## src/rtl/mult_job_sequencer.sv

```systemverilog
// mult_job_sequencer: buffers signed operand pairs in a 2-deep FIFO and runs each one through an
// external multiplier, returning products (or timeout aborts) in acceptance order.
module mult_job_sequencer #(
    parameter int N       = 2,
    parameter int TIMEOUT = 64
) (
    input  logic           clk,
    input  logic           rst,
    input  logic           in_valid,
    output logic           in_ready,
    input  logic [N-1:0]   in_a,
    input  logic [N-1:0]   in_b,
    output logic           mul_start,
    output logic [N-1:0]   mul_a,
    output logic [N-1:0]   mul_b,
    input  logic [2*N-1:0] mul_result,
    input  logic           mul_done,
    output logic           out_valid,
    input  logic           out_ready,
    output logic [2*N-1:0] out_result,
    output logic           out_err,
    output logic           busy
);
    localparam int CW = $clog2(TIMEOUT + 1);
    typedef enum logic [1:0] {IDLE, ISSUE, WAIT, HOLD} state_t;
    state_t                  state_q, state_d;
    logic [1:0][2*N-1:0]     mem_q, mem_d;
    logic                    wr_ptr_q, wr_ptr_d, rd_ptr_q, rd_ptr_d;
    logic [1:0]              count_q, count_d;
    logic [N-1:0]            mul_a_q, mul_a_d, mul_b_q, mul_b_d;
    logic                    arm_q, arm_d;
    logic [CW-1:0]           cnt_q, cnt_d;
    logic                    out_valid_q, out_valid_d, out_err_q, out_err_d;
    logic [2*N-1:0]          out_result_q, out_result_d;
    logic                    push, pop, out_fire;
    assign in_ready   = count_q != 2'd2;
    assign mul_start  = state_q == ISSUE;
    assign mul_a      = mul_a_q;
    assign mul_b      = mul_b_q;
    assign out_valid  = out_valid_q;
    assign out_result = out_result_q;
    assign out_err    = out_err_q;
    assign busy       = state_q != IDLE;
    always_comb begin
        push     = in_valid && in_ready;
        pop      = state_q == ISSUE;
        out_fire = out_valid_q && out_ready;
        mem_d    = mem_q;
        if (push) mem_d[wr_ptr_q] = {in_a, in_b};
        wr_ptr_d = wr_ptr_q ^ push;
        rd_ptr_d = rd_ptr_q ^ pop;
        count_d  = count_q + {1'b0, push} - {1'b0, pop};
    end
    // Operands are loaded on the way into ISSUE so they are already valid while mul_start is high.
    always_comb begin
        state_d      = state_q;
        mul_a_d      = mul_a_q;
        mul_b_d      = mul_b_q;
        arm_d        = arm_q;
        cnt_d        = cnt_q;
        out_result_d = out_result_q;
        out_err_d    = out_err_q;
        out_valid_d  = out_valid_q && !out_fire;
        case (state_q)
            IDLE: if (count_q != 2'd0 && (!out_valid_q || out_fire)) begin
                state_d            = ISSUE;
                {mul_a_d, mul_b_d} = mem_q[rd_ptr_q];
            end
            ISSUE: begin
                state_d = WAIT;
                arm_d   = 1'b0;
                cnt_d   = '0;
            end
            WAIT: begin
                arm_d = arm_q || !mul_done;
                cnt_d = cnt_q + CW'(1);
                if (arm_q && mul_done) begin
                    state_d      = HOLD;
                    out_result_d = mul_result;
                    out_err_d    = 1'b0;
                end else if (cnt_q == CW'(TIMEOUT - 1)) begin
                    state_d      = HOLD;
                    out_result_d = '0;
                    out_err_d    = 1'b1;
                end
            end
            HOLD: begin
                state_d     = IDLE;
                out_valid_d = 1'b1;
            end
            default: state_d = IDLE;
        endcase
    end
    always_ff @(posedge clk or posedge rst) begin
        if (rst) begin
            state_q      <= IDLE;
            mem_q        <= '0;
            wr_ptr_q     <= 1'b0;
            rd_ptr_q     <= 1'b0;
            count_q      <= 2'd0;
            mul_a_q      <= '0;
            mul_b_q      <= '0;
            arm_q        <= 1'b0;
            cnt_q        <= '0;
            out_valid_q  <= 1'b0;
            out_result_q <= '0;
            out_err_q    <= 1'b0;
        end else begin
            state_q      <= state_d;
            mem_q        <= mem_d;
            wr_ptr_q     <= wr_ptr_d;
            rd_ptr_q     <= rd_ptr_d;
            count_q      <= count_d;
            mul_a_q      <= mul_a_d;
            mul_b_q      <= mul_b_d;
            arm_q        <= arm_d;
            cnt_q        <= cnt_d;
            out_valid_q  <= out_valid_d;
            out_result_q <= out_result_d;
            out_err_q    <= out_err_d;
        end
    end
endmodule

```

## config.mk

```make
export PLATFORM = sky130hd
export DESIGN_NAME = mult_job_sequencer
export DESIGN_NICKNAME = d
export VERILOG_FILES = /design/src/rtl/mult_job_sequencer.sv
export SDC_FILE = /design/constraint.sdc
export NUM_CORES = 1
export LEC_CHECK = 0
export ABC_AREA = 0
export BUFFER_PORTS_ARGS = -buffer_cell sky130_fd_sc_hd__buf_2
export CORE_MARGIN = 1
export CORE_UTILIZATION = 58
export DETAILED_ROUTE_END_ITERATION = 16
export GPL_ROUTABILITY_DRIVEN = 0
export PLACE_DENSITY = 0.79
export SLEW_MARGIN = 15
export SYNTH_ARGS = -nofsm -noshare
export SYNTH_HDL_FRONTEND = slang
export SYNTH_SLANG_ARGS = --single-unit
```

## constraint.sdc

```tcl
create_clock -name clk -period 2.4 [get_ports clk]
set_clock_uncertainty 0.05 [all_clocks]
set_input_delay 0.12 -clock clk [delete_from_list [all_inputs] [get_ports clk]]
set_output_delay 0.12 -clock clk [all_outputs]
set_load 0.005 [all_outputs]
```

==> metrics.md <==
| Metric | Value |
|---|---|
| WHS Path Cells | `3` |
| Critical Path AT | `2.08 ns` |
| CTS Buffer Depth | `2` |
| Core footprint | `2297 um2` |
| Diode count | `0` |
| # port buffers | `25` |
| Mux contribution to synthesized area | `0.1154` |
| Initial antenna violation count | `0` |
| Post-DP HPWL | `2204 um` |
| Slowest stage delay, CP | `between 0.5 and 0.6 ns` |
| GR Layer Usage met3 | `0.08696` |
| Top cell type's share of synthesized area | `0.5433` |
| Clock root buffer | `clkbuf_4` |
| Worst hold path type | `in2reg` |
| CP required | `2.62 ns` |
| Post-synthesis sequential area ratio | `0.5433` |
| Cell area after synthesis | `1474 um2` |
| Total vias in the final route | `1116` |
| Syn_nets | `147` |
| H-tree levels | `2` |
| CTS tree | `built` |
| Endpoint class of the critical path | `flip-flop` |
| Inst Count DP | `179` |
| Setup-failing EPs final | `0` |
| DRT iter0 DRCs | `26` |
| Post-Synthesis Cells | `127` |
| Crit path max fanout | `13` |
| Adder-cell share of the synthesized area | `0.05942` |
| DRC viols | `0` |
| Compound-cell area share of the yosys netlist | `0.1087` |
| Crit path time final | `approximately 1.9 ns` |
| First-pass GRT wire length | `a little under 5000 um` |
| Post-synthesis xor/xnor area fraction | `0.02377` |
| Crit path max-delay cell type | `ha_1` |
| Clk slew on worst S/H paths | `around 0.1 ns` |
| Max Slew Vio Count | `0` |
| Pin count of the biggest net entering global routing | `19` |
| Main combinational cell family by area after synthesis | `simple AND/OR/NAND/NOR gates` |
| Starting Density | `0.6416` |
| Postcts setup bufs | `0` |
| Syn Area/Cell | `~12 um2` |
| Total global routing track utilization | `0.2563` |
| Detailed Routing Iterations Pass 1 | `4` |
| Met1 Use GR | `0.2700` |
| Rel. slew slack | `0.6299` |
| Synth Register Bits | `32` |
| Routed len/inst | `around 16 um` |
| Setup_tns | `0 ns` |
| Clk_lat worst skew | `0.33 ns` |
| Max-cap violations | `0` |
| Top Usage Layer GRT | `met2` |
| FMAX | `between 0.5 and 0.6 GHz` |
| Fraction of layout cells with a size suffix above 1 | `0.2798` |
| Die Span Y | `52.41 um` |
| Reg2Reg Depth | `5` |
| Nets | `~190` |
| Vias per cell | `5.694` |
| Power density cells | `1254 nW/um2` |
| Hold buffers post-CTS | `9` |
| Setup crit start kind | `flip-flop` |
| Worst vdd ir | `0.0008711 V` |
| Non-Filler Instances | `196` |
| Netlist cell types | `32` |
| Status | `complete, no violations` |
| P&R area growth vs syn | `22.16%` |
| P_leak | `0.9085 nW` |
| Final hold violation count | `0` |
| Die W | `52.41 um` |
| Vias in the first global route | `1119` |
| Period utilization | `0.7771` |
| Grt total ovfl | `0` |
| CP Class | `reg2reg` |
| Cells along the critical path | `inv_1, ha_1, nand4_1, or3_1, a21oi_1` |
| # fillers | `144` |
| Die area | `2747 um2` |
| Top cells by area, synth | `dfrtp_1, ha_1, mux2_4` |
| Routed Antenna Nets | `0` |
| Met2 usage in global routing | `0.4789` |
| Routed WL | `3079 um` |
| RSZ-0062 raised after global routing | `false` |
| Worst slew pin tran | `approximately 0.55 ns` |
| Total CTS buffers | `5` |
| Num Clock Sinks | `32` |
| Syn. warnings | `0` |
| CTS resizes | `0` |
| Hold WS | `0.03583 ns` |
| Simple-gate portion of the synthesized area | `0.1188` |
| I/O pins | `26` |
| Largest area contributor in the netlist | `dfrtp_1` |
| Std-Cell Rows | `17` |
[power by group]
part           leakage, nW  total (W)  internal (W)  switching, W
Combinational        0.466   0.000922      0.000463      0.000459
Sequential           0.400   0.000932      0.000765      0.000167
Clock               0.0422   0.000404      0.000218      0.000186
Total                0.908    0.00226       0.00145      0.000812
[area by class of cell]
class | count | area (um2) | area share
clock buffers | 6 | 41.29 | 0.02293
well taps | 28 | 35.03 | 0.01946
clock inverters | 2 | 35.03 | 0.01946
multi-input cells | 83 | 628.1 | 0.3489
inverters | 10 | 37.54 | 0.02085
repair buffers | 35 | 222.7 | 0.1237
flip-flops and latches | 32 | 800.8 | 0.4448
[logic make-up (layout without fill, tap and decap cells)]
group | Yosys count | after routing
compound gates | 24 | 24
buf+inv | 12 | 53
fa+ha+maj | 7 | 7
xor+xnor | 4 | 4
mux | 14 | 14
simple gates | 34 | 34
flops | 32 | 32
[state kept, by name, summed over array words and instances, names as in the netlist]
| signal | count |
|---|---|
| mul_a | 2 |
| out_valid | 1 |
| out_err | 1 |
| state_q | 2 |
| arm_q | 1 |
| mul_b | 2 |
| out_result | 4 |
| wr_ptr_q | 1 |
| rd_ptr_q | 1 |
| mem_q | 8 |
| count_q | 2 |
| cnt_q | 7 |
[stage by stage]
stage	worst slack (ns)	total power, W	instance area (um2)	util
floorplan	0.9377	0.001567	1474	-
global placement	0.6854	0.001774	1634	0.7113
detailed placement	0.5415	0.001850	1634	0.7113
CTS	0.5294	0.002269	1800	0.7838
global route	0.3369	0.002421	1800	0.7838
finish	0.5351	0.002258	1800	0.7838
[layout by cell type, fill, tap and decap left out, types with 2 or more instances in the layout]
master and n:
dfrtp_1 32, buf_2 25, nand2_1 13, inv_1 10
o21ai_0 10, dlygate4sd3_1 9, ha_1 7, nor2_1 6
mux2i_1 5, mux2_4 5, clkbuf_4 5, a22o_1 4
mux2_2 4, a21oi_1 3, nand2b_1 3, xor2_1 3
nand3_1 2, a22oi_1 2
[layer usage]
metal  vias up  share of wire
met1       562           0.39
met4         0          0.013
met5         -              0
met2        34           0.56
li1        515              -
met3         5          0.043
[path summary, 6_finish.rpt]
path                             end  slack (ns)  startpoint
setup / recovery            cnt_q[5]        0.54  state_q[0]
hold / removal             out_valid        0.04   out_ready
setup reg to reg            cnt_q[5]        0.54  state_q[0]
hold reg to reg             mul_a[0]        0.43    mul_a[0]
max in group asynchronous      arm_q        1.34         rst
min in group asynchronous   mem_q[4]        0.31         rst
[cell usage after synthesis, drive strengths merged]
library cell,number
a22oi,2
o21ai,11
xor2,3
nor2,6
nand4,1
mux2i,5
inv,10
nor2b,1
o211ai,1
o22ai,1
and2,1
nand3b,1
nor3b,1
dfrtp,32
a21o,1
nand3,3
or3,1
clkbuf,2
nor3,1
a21oi,3
mux2,9
nand2,14
nor4,1
a22o,4
ha,7
xnor2,1
nand2b,3
o2bb2ai,1
[worst max-delay path: cells and delay by family (launching register included)]
kind            cells  cell delay, ns
buf+inv             1            0.09
flops               1            0.39
fa+ha+maj           1            0.51
simple gates        2            0.62
compound gates      1            0.15
Note: power is estimated with default switching activity, not from simulation.
